`config.mk`:
```
export PLATFORM = sky130hd
export DESIGN_NAME = dg_multi_ch
export DESIGN_NICKNAME = d
export VERILOG_FILES = /design/src/rtl/dg_multi_ch.sv
export SDC_FILE = /design/constraint.sdc
export NUM_CORES = 1
export LEC_CHECK = 0
export ABC_AREA = 0
export BUFFER_PORTS_ARGS = -buffer_cell sky130_fd_sc_hd__buf_2
export CAP_MARGIN = 20
export CORE_ASPECT_RATIO = 0.9
export CORE_UTILIZATION = 45
export CTS_CLUSTER_SIZE = 16
export DETAILED_ROUTE_END_ITERATION = 6
export RECOVER_POWER = 50
export SLEW_MARGIN = 20
export SYNTH_ARGS = -nofsm -noshare
export SYNTH_HDL_FRONTEND = slang
export SYNTH_SLANG_ARGS = --single-unit
```
`constraint.sdc`:
```
create_clock -name clk -period 15.1 [get_ports clk]
set_input_delay 0.755 -clock clk [delete_from_list [all_inputs] [get_ports clk]]
set_output_delay 0.755 -clock clk [all_outputs]
set_load 0.1 [all_outputs]
```
`src/rtl/dg_multi_ch.sv`:
```
// -----------------------------------------------------------------------------
// dg_multi_ch
// Multi-channel packet descriptor generator. Each channel runs its own small
// FSM (IDLE/SEND/GAP/DONE) and emits i_pkt_num descriptors to its downstream
// FIFO over a valid/ready handshake. Descriptors follow either an incrementing
// pattern or a per-channel 16-bit Galois LFSR.
//
// Descriptor word: {zero pad, wait[WAIT_W], len[LEN_W], prior[PRIOR_W], da[DA_W]}
//
// Ports:
//   clk, rst        clock, asynchronous active-high reset
//   i_start         start pulse, accepted only while every channel is idle
//   i_mode          0 = incrementing, 1 = LFSR (latched on accepted start)
//   i_pkt_num       descriptors per channel (latched on accepted start)
//   i_gap           idle cycles after each handshake (latched on accepted start)
//   o_busy          high from accepted start through the o_done cycle
//   o_done          one-cycle pulse once every channel has finished
//   i_fifo_ready    per-channel downstream ready
//   o_fifo_vld      per-channel valid
//   o_fifo_data     channel c at [c*DATA_WIDTH +: DATA_WIDTH]
// -----------------------------------------------------------------------------
module dg_multi_ch #(
    parameter int          NUM_CH     = 4,
    parameter int          DATA_WIDTH = 32,
    parameter int          DA_W       = 4,
    parameter int          PRIOR_W    = 3,
    parameter int          LEN_W      = 10,
    parameter int          WAIT_W     = 10,
    parameter int          CNT_W      = 8,
    parameter int          GAP_W      = 8,
    parameter int          LEN_STEP   = 10,
    parameter int          WAIT_STEP  = 10,
    parameter logic [15:0] LFSR_SEED  = 16'hACE1
) (
    input  logic                         clk,
    input  logic                         rst,
    input  logic                         i_start,
    input  logic                         i_mode,
    input  logic [CNT_W-1:0]             i_pkt_num,
    input  logic [GAP_W-1:0]             i_gap,
    output logic                         o_busy,
    output logic                         o_done,
    input  logic [NUM_CH-1:0]            i_fifo_ready,
    output logic [NUM_CH-1:0]            o_fifo_vld,
    output logic [NUM_CH*DATA_WIDTH-1:0] o_fifo_data
);

    typedef enum logic [1:0] {
        S_IDLE = 2'd0,
        S_SEND = 2'd1,
        S_GAP  = 2'd2,
        S_DONE = 2'd3
    } state_t;

    // Galois LFSR, taps 0xB400, shifting right.
    function automatic logic [15:0] f_lfsr_next(input logic [15:0] s);
        return {1'b0, s[15:1]} ^ (s[0] ? 16'hB400 : 16'h0000);
    endfunction

    // An all-zero state would lock the LFSR, so a zero seed becomes 1.
    function automatic logic [15:0] f_seed(input int c);
        logic [15:0] s;
        s = LFSR_SEED + 16'(c);
        if (s == 16'd0) s = 16'd1;
        return s;
    endfunction

    // Assemble a descriptor word; a zero length is never emitted.
    function automatic logic [DATA_WIDTH-1:0] f_pack(
        input logic [WAIT_W-1:0]  wt,
        input logic [LEN_W-1:0]   ln,
        input logic [PRIOR_W-1:0] pr,
        input logic [DA_W-1:0]    da
    );
        logic [DATA_WIDTH-1:0] w;
        logic [LEN_W-1:0]      l;
        l = ln;
        if (l == '0) l = LEN_W'(1);
        w = '0;
        w[DA_W-1:0]                          = da;
        w[DA_W +: PRIOR_W]                   = pr;
        w[DA_W+PRIOR_W +: LEN_W]             = l;
        w[DA_W+PRIOR_W+LEN_W +: WAIT_W]      = wt;
        return w;
    endfunction

    // Incrementing pattern; k1 is the 1-based descriptor index.
    function automatic logic [DATA_WIDTH-1:0] f_inc_word(input int c, input logic [31:0] k1);
        return f_pack(WAIT_W'(32'd20 + 32'(WAIT_STEP) * k1),
                      LEN_W'(32'd1 + 32'(LEN_STEP) * k1),
                      PRIOR_W'(k1),
                      DA_W'(k1 + 32'(c)));
    endfunction

    function automatic logic [DATA_WIDTH-1:0] f_lfsr_word(input logic [15:0] s);
        return f_pack(s[WAIT_W-1:0] ^ s[15 -: WAIT_W],
                      s[15 -: LEN_W],
                      s[DA_W +: PRIOR_W],
                      s[DA_W-1:0]);
    endfunction

    logic              r_mode;
    logic [CNT_W-1:0]  r_pkt_num;
    logic [GAP_W-1:0]  r_gap;
    logic [NUM_CH-1:0] w_idle_vec;
    logic [NUM_CH-1:0] w_done_vec;
    logic              w_idle_all;
    logic              w_done_all;
    logic              w_start_acc;

    assign w_idle_all  = &w_idle_vec;
    assign w_done_all  = &w_done_vec;
    assign w_start_acc = i_start && w_idle_all;
    assign o_busy      = !w_idle_all;
    assign o_done      = w_done_all;

    // Run configuration is captured only on an accepted start, so a start
    // pulse during a run cannot disturb it.
    always_ff @(posedge clk or posedge rst) begin
        if (rst) begin
            r_mode    <= 1'b0;
            r_pkt_num <= '0;
            r_gap     <= '0;
        end else if (w_start_acc) begin
            r_mode    <= i_mode;
            r_pkt_num <= i_pkt_num;
            r_gap     <= i_gap;
        end
    end

    for (genvar c = 0; c < NUM_CH; c++) begin : g_ch
        state_t                r_state;
        state_t                w_state_nxt;
        logic [CNT_W-1:0]      r_cnt;
        logic [GAP_W-1:0]      r_gcnt;
        logic [15:0]           r_lfsr;
        logic [15:0]           w_lfsr_nxt;
        logic [DATA_WIDTH-1:0] r_data;
        logic                  w_hs;
        logic                  w_last;

        assign w_hs       = (r_state == S_SEND) && i_fifo_ready[c];
        assign w_last     = (r_cnt + 1'b1) == r_pkt_num;
        assign w_lfsr_nxt = f_lfsr_next(r_lfsr);

        always_comb begin
            w_state_nxt = r_state;
            case (r_state)
                S_IDLE: begin
                    if (w_start_acc) begin
                        // The count is not latched yet, so look at the input.
                        w_state_nxt = (i_pkt_num == '0) ? S_DONE : S_SEND;
                    end
                end
                S_SEND: begin
                    if (w_hs) begin
                        if (w_last)              w_state_nxt = S_DONE;
                        else if (r_gap == '0)    w_state_nxt = S_SEND;
                        else                     w_state_nxt = S_GAP;
                    end
                end
                S_GAP: begin
                    if (r_gcnt <= GAP_W'(1)) w_state_nxt = S_SEND;
                end
                S_DONE: begin
                    if (w_done_all) w_state_nxt = S_IDLE;
                end
                default: w_state_nxt = S_IDLE;
            endcase
        end

        // The next descriptor is loaded on the handshake edge, so data only
        // changes after it has been accepted and stays put while stalled.
        always_ff @(posedge clk or posedge rst) begin
            if (rst) begin
                r_state <= S_IDLE;
                r_cnt   <= '0;
                r_gcnt  <= '0;
                r_lfsr  <= f_seed(c);
                r_data  <= '0;
            end else begin
                r_state <= w_state_nxt;
                if (w_start_acc) begin
                    r_cnt  <= '0;
                    r_data <= i_mode ? f_lfsr_word(r_lfsr) : f_inc_word(c, 32'd1);
                end else if (w_hs) begin
                    r_cnt  <= r_cnt + 1'b1;
                    r_gcnt <= r_gap;
                    if (r_mode) begin
                        r_lfsr <= w_lfsr_nxt;
                        r_data <= f_lfsr_word(w_lfsr_nxt);
                    end else begin
                        r_data <= f_inc_word(c, 32'(r_cnt) + 32'd2);
                    end
                end else if (r_state == S_GAP) begin
                    r_gcnt <= r_gcnt - 1'b1;
                end
            end
        end

        assign w_idle_vec[c] = (r_state == S_IDLE);
        assign w_done_vec[c] = (r_state == S_DONE);
        assign o_fifo_vld[c] = (r_state == S_SEND);
        assign o_fifo_data[c*DATA_WIDTH +: DATA_WIDTH] = r_data;
    end

endmodule

```
==> reports/results.tsv, run 1 <==
stage	metric	value	unit
run	maxCapViolations	3	
finish	area_growth	10.64	%
route	ant_nets	0	
finish	final_common_cell	nand2_1	
cts	clockRootBuffer	clkbuf_16	
route	vias	13790	
route	wl_per_cell	19.93	um
cts	numCtsBuffers	30	
setup_path	slowest_stage	clkinvlp_2	
cts	clk_pin_slew_worst_paths	0.06	ns
timing	hold_violations	0	
die	die_h	182.9	um
finish	antenna_cells	0	
power	p_leak	0.008376	uW
setup_path	start_kind	primary input	
logic_synthesis	synthesis.area	16360	um2
setup_path	worstPathMaxFanout	125	
setup_path	crit_family	buffers and inverters	
finish	layout_common_cells	nand2_1 (232), dfrtp_1 (227), o21ai_0 (143)	
cts	worst_skew_pair.late_latency	0.57	ns
logic_synthesis	synth-seq-cells	261	
logic_synthesis	yosys.area.top_type_share	0.3487	
global_route	grt_max_degree	138	
status	outcome	finished with violations	
logic_synthesis	synthFlopType	dfrtp_1	
hold_path	hp-class	primary input to flop	
power	seq_power_share	0.309	
timing	rsz0062_at_grt	false	
setup_path	critPathMaxStageDelay	3.17	ns
logic_synthesis	synth-edff-count	0	
global_route	grt_pass1_vias	13210	
route	via_per_inst	5.824	
timing	final.min_clock_period	4.502	ns
logic_synthesis	syn_avg_cell_area	8.903	um2
die	die_w	203.0	um
timing	holdWs	0.3774	ns
cts	cts_tree	yes	
global_route	grtUsageTotal	0.2570	
timing	timing.fmax	222.1	MHz
setup_path	crit_required	14.73	ns
die	design.die.area	37130	um2
route	dr.pass1.iters	5	
power	power_frac_clock	0.265	
setup_path	cp_num_buf_inv	2	
logic_synthesis	synthArstFlopShare	1.000	
cts	clockBufferDepth	3	
route	wirelength	47.17	mm
cts	cts.htree.levels	1	
setup_path	path_cells	buf_2, clkinvlp_2	
global_route	grt_first_pass_wirelength	76.15	mm
finish	nets	1971	
logic_synthesis	synth_top_area_cell	dfrtp_1	
die	std_cell_rows	65	
die	start_util	0.4615	
cts	cts_setup_buffers	0	
cts	cts_sinks	261	
power	swShare	0.4584	
global_route	grt-ovfl-total	0	
logic_synthesis	synth.distinct_cells	69	
timing	fin_skew	0.009488	ns
power	power.switching	1349	uW
logic_synthesis	synthCells	1838	
placement	portBuffers	137	
status	violations	capacitance limit, slew limit	
logic_synthesis	ys_warn_count	0	
timing	slew_viol_final	205	
timing	setup_viol	0	
timing	totalNegativeSetupSlack	0	ns
logic_synthesis	synth_area_leaders	dfrtp_1 (35%), xnor2_1 (5.6%), nand2_1 (5.3%), dfstp_2 (5.3%), ha_1 (5.3%)	
route	drt_iter0_markers	1149	
setup_path	worst-setup-path-type	primary input to asynchronous set/reset pin	
route	drc_errors	0	
timing	period_share	0.2982	
global_route	antenna_found_initial	0	
cts	cts_hold_buf	0	
power	combinationalPowerShare	0.427	
timing	worst_pin_slew	5.742	ns
timing	relSlewSlack	-2.849	
die	io_pins	158	
finish	drive_gt1_frac	0.1465	
cts	cts.repair.resized	0	
setup_path	critPathCaptureType	asynchronous set/reset pin	
logic_synthesis	seq_area_frac_synth	0.4017	
setup_path	cp_data_arrival_time	4.13	ns
placement	globalplace.congestion	0.9048	
power	power_density	162.5	nW/um2
placement	hpwl	31.68	mm
power	internal-power	1594	uW
die	core_area	35460	um2
power	max-vdd-ir-drop	0.0002196	V
==> metrics by stage <==
stage / utilization / cell area (um2) / instances / power (uW) / setup slack [ns]
floorplan: - / 16430 / 1857 / 1932 / 7.216
global placement: 0.4824 / 17110 / 2311 / 2157 / 11.77
detailed placement: 0.4824 / 17110 / 2311 / 2167 / 11.60
CTS: 0.5122 / 18160 / 2367 / 2960 / 11.58
global route: 0.5106 / 18100 / 2367 / 3096 / 9.579
finish: 0.5106 / 18100 / 2367 / 2942 / 10.60
==> power by group through the flow <==
| stage | logic, uW | clock network [uW] | registers [uW] |
|---|---|---|---|
| after floorplan | 574 | 0 | 1360 |
| after global placement | 1240 | 0 | 913 |
| after detailed placement | 1250 | 0 | 915 |
| after CTS | 1260 | 796 | 906 |
| after global routing | 1350 | 826 | 924 |
| final | 1260 | 778 | 909 |
==> routing by layer <==
metal | vias up | global-route usage | share of wire
met5 | - | 0 | 0
met4 | 0 | 0.05353 | 0.019
met3 | 56 | 0.03856 | 0.058
met2 | 419 | 0.3916 | 0.44
met1 | 6818 | 0.3845 | 0.48
li1 | 6492 | - | -
==> cells by family after synthesis <==
group           Yosys count  share of synthesized area
simple gates            572                     0.1601
compound gates          465                     0.1749
flops                   261                     0.4017
xor+xnor                203                     0.1103
buf+inv                 203                    0.05475
fa+ha+maj                73                    0.05765
mux                      60                    0.04037
other cells               1                  0.0002292
==> final cells by class <==
type                    instances  area, um2
fillers                      3392      17350
multi-input cells            1393       8971
flip-flops and latches        261       6576
clock buffers                  42      887.1
repair buffers                154      784.5
well taps                     469      586.8
clock inverters                14      170.2
inverters                      34      128.9
==> Yosys cell counts (all sizes together) (4+ instances only) <==
cell type,n
buf,68
inv,33
o31ai,17
nor3,20
fa,4
nor4,28
nand3b,7
o22ai,12
nand2b,10
o221ai,6
nand3,52
mux2,48
nand4,8
a31oi,16
clkbuf,101
o21bai,4
xor2,97
or4,6
a311oi,7
nor2,144
a211oi,35
nor3b,16
dfstp,33
ha,69
dfrtp,228
a21o,12
a21oi,129
a222oi,5
a22oi,27
and3,14
o211ai,13
o21ai,146
nand2,233
mux2i,12
a221oi,12
nor2b,12
and2,10
a221o,4
xnor2,104
==> flip-flops by register name, indices dropped and copies added, names as in the netlist <==
register      flops
g_ch.r_data     108
g_ch.r_lfsr      64
g_ch.r_cnt       32
g_ch.r_gcnt      32
g_ch.r_state      8
r_gap             8
r_pkt_num         8
r_mode            1
==> final timing paths <==
| check | from | end | slack [ns] | depth (start not counted) |
|---|---|---|---|---|
| max | rst | g_ch[0].r_data[12]$_DFFE_PP0P_ | 10.60 | 2 |
| min reg2reg | g_ch[3].r_data[19]$_DFFE_PP0P_ | g_ch[3].r_data[19]$_DFFE_PP0P_ | 0.48 | 1 |
| max in group clk | g_ch[3].r_state[1]$_DFFE_PP0P_ | g_ch[2].r_data[19]$_DFFE_PP0P_ | 10.85 | 6 |
| max reg2reg | g_ch[3].r_state[1]$_DFFE_PP0P_ | g_ch[2].r_data[19]$_DFFE_PP0P_ | 10.85 | 6 |
| min in group asynchronous | rst | g_ch[1].r_gcnt[4]$_DFFE_PP0P_ | 2.00 | 2 |
| min | i_gap[7] | r_gap[7]$_DFFE_PP0P_ | 0.38 | 3 |
No activity file was read; power rests on OpenSTA's default activity.
==> run 2: changes to the inputs <==
- PLACE_DENSITY: default -> 0.66
- clock period: 15.1 -> 4 ns (I/O delays scaled with it)
==> reports/results.tsv, run 2 (synthesized netlist as in run 1, its figures left out) <==
stage	metric	value	unit	change
cts	cts.htree.levels	1		unchanged
timing	timing.fmax	283.0	MHz	
timing	slew_viol_final	33		-84%
power	p_leak	0.008366	uW	-0.13%
die	std_cell_rows	65		unchanged
cts	clockRootBuffer	clkbuf_16		
timing	rsz0062_at_grt	false		
setup_path	cp_data_arrival_time	4.00	ns	-0.13 ns
run	maxCapViolations	1		-2
status	violations	capacitance limit, slew limit		
hold_path	hp-start	i_start		
hold_path	hold-path-cell-count	3		unchanged
cts	cts_tree	yes		
timing	finalWorstSetupSlack	0.4670	ns	-10.13 ns
finish	largestRegisters	g_ch.r_data (108), g_ch.r_lfsr (64)		
global_route	grtUsageTotal	0.2514		-0.005567
route	vias	13980		+1.4%
power	internal-power	5788	uW	+260%
timing	worst_pin_slew	1.608	ns	-4.134 ns
cts	cts.repair.resized	0		unchanged
die	io_pins	158		unchanged
route	wl_per_cell	19.55	um	-1.9%
setup_path	r2r_end	g_ch[3].r_data[26]$_DFFE_PP0P_		
timing	totalNegativeSetupSlack	0	ns	unchanged
setup_path	crit_path_frequent_cell	xnor2_1		
cts	worst_skew_pair.late_latency	0.59	ns	+0.02 ns
die	die_w	203.0	um	unchanged
die	design.die.area	37130	um2	unchanged
power	swShare	0.4671		+0.008730
global_route	antenna_found_initial	0		unchanged
setup_path	critPathMaxStageDelay	0.58	ns	-2.59 ns
power	power_density	593.6	nW/um2	+270%
finish	area_growth	11.83	%	
finish	drive_gt1_frac	0.1332		-0.01331
power	finalPower	10860	uW	+270%
setup_path	crit_required	4.47	ns	-10.26 ns
status	outcome	finished with violations		
global_route	grt-ovfl-total	0		unchanged
finish	layout_common_cells	nand2_1 (232), dfrtp_1 (227), o21ai_0 (143)		
power	seq_power_share	0.314		+0.005
die	die_h	182.9	um	unchanged
cts	numCtsBuffers	30		unchanged
placement	preCtsSetupSlack	0.5165	ns	-11.08 ns
power	combinationalPowerShare	0.439		+0.012
placement	portBuffers	137		unchanged
timing	fin_skew	0.02708	ns	+0.01759 ns
global_route	grt_pass1_vias	13190		-0.14%
placement	hpwl	32.25	mm	+1.8%
hold_path	hp-class	primary input to flop		
finish	final_core_util	0.5161		+0.005469
finish	antenna_cells	0		unchanged
timing	period_share	0.8833		
timing	relSlewSlack	-0.07763		+2.771
power	power_frac_clock	0.248		-0.017
route	drt_iter0_markers	1204		+4.8%
cts	clockBufferDepth	3		unchanged
finish	final_common_cell	nand2_1		
route	via_per_inst	5.825		about the same
power	max-vdd-ir-drop	0.0009644	V	+340%
finish	nets	2003		+1.6%
timing	final.min_clock_period	3.533	ns	
setup_path	path_cells	ha_1, xor2_1, xnor2_1, ha_1, fa_1, a21o_1, a21oi_1, xnor2_1, nand3_1, xnor2_1, a221o_1		
finish	largest_reg_flops	108		unchanged
setup_path	start_kind	flop		
global_route	grt_first_pass_wirelength	74.73	mm	-1.9%
placement	globalplace.congestion	0.9435		+4.3%
cts	cts_sinks	261		unchanged
die	core_area	35460	um2	unchanged
setup_path	rr_worst_depth	11		+5
route	wirelength	46.91	mm	-0.57%
setup_path	worstPathMaxFanout	13		-90%
timing	hold_violations	0		unchanged
hold_path	hold_end	g_ch[1].r_data[10]$_DFFE_PP0P_		
route	dr.pass1.iters	7		+2
setup_path	crit-reg2reg-launch	g_ch[3].r_cnt[2]$_DFFE_PP0P_		
die	start_util	0.4615		unchanged
power	power.switching	5074	uW	+280%
timing	setup_viol	0		unchanged
finish	top_register	g_ch.r_data		
setup_path	rrSetupSlack	0.47	ns	-10.38 ns
setup_path	slowest_stage	dfrtp_1		
global_route	grt_max_degree	88		-36%
finish	finalNonFillerCells	2399		+1.4%
placement	placed_cells	2324		+0.56%
route	drc_errors	0		unchanged
cts	clk_pin_slew_worst_paths	0.06	ns	about the same
route	ant_nets	0		unchanged
setup_path	worst-setup-path-type	flop to flop		
setup_path	critPathCaptureType	flop		
run 2: final cells by class:
| class | instances | area [um2] |
|---|---|---|
| Fill cell | 3336 | 17160 |
| Inverter | 34 | 128.9 |
| Clock buffer | 50 | 885.9 |
| Multi-Input combinational cell | 1393 | 8982 |
| Sequential cell | 261 | 6576 |
| Tap cell | 469 | 586.8 |
| Timing Repair Buffer | 186 | 1072 |
| Clock inverter | 6 | 66.31 |
run 2: power by group through the flow:
stage	combinational (uW)	sequential, uW	clock [uW]
after floorplan	2170	5130	0
after global placement	4740	3430	0
after detailed placement	4770	3430	0
after CTS	4800	3400	2740
after global routing	5090	3460	2840
final	4760	3410	2690
run 2: through the flow:
stage	cell area [um2]	hold slack, ns
finish	18300	0.1094
floorplan	16440	0.3054
CTS	18380	0.07829
global placement	17240	0.3886
detailed placement	17240	0.3962
global route	18300	0.1123
run 2: timing repair:
item | 4_1_cts | 5_1_grt
hold buffers | 19 | 0
setup buffers | 0 | 0
hold endpoints to repair | 42 | 0
run 2: per-layer routing:
layer,up-vias,part of all wire,track usage
li1,6543,-,-
met1,6842,0.47,0.3779
met2,510,0.44,0.3768
met3,80,0.071,0.03696
met4,0,0.023,0.06346
met5,-,0,0
run 2: how the worst max path moves through the flow:
stage / endpoint / slack [ns] / depth (start not counted) / startpoint
after floorplan: g_ch[0].r_cnt[0]$_DFFE_PP0P_ / 0.39 / 1 / rst
after global placement: g_ch[2].r_data[26]$_DFFE_PP0P_ / 0.71 / 11 / g_ch[2].r_cnt[2]$_DFFE_PP0P_
after detailed placement: g_ch[3].r_data[26]$_DFFE_PP0P_ / 0.52 / 11 / g_ch[3].r_cnt[2]$_DFFE_PP0P_
after CTS: g_ch[3].r_data[26]$_DFFE_PP0P_ / 0.50 / 11 / g_ch[3].r_cnt[2]$_DFFE_PP0P_
after global routing: g_ch[3].r_data[26]$_DFFE_PP0P_ / 0.22 / 11 / g_ch[3].r_cnt[2]$_DFFE_PP0P_
final: g_ch[3].r_data[26]$_DFFE_PP0P_ / 0.47 / 11 / g_ch[3].r_cnt[2]$_DFFE_PP0P_
run 2: critical path, delay by kind of cell, from the launching register on:
family                     cells  cell delay [ns]
xor gates and xnor gates       4             0.93
AOI/OAI and AO/OA              3             0.74
adders and majority gates      3             1.02
and+or+nand+nor                1             0.15
DFF                            1             0.58
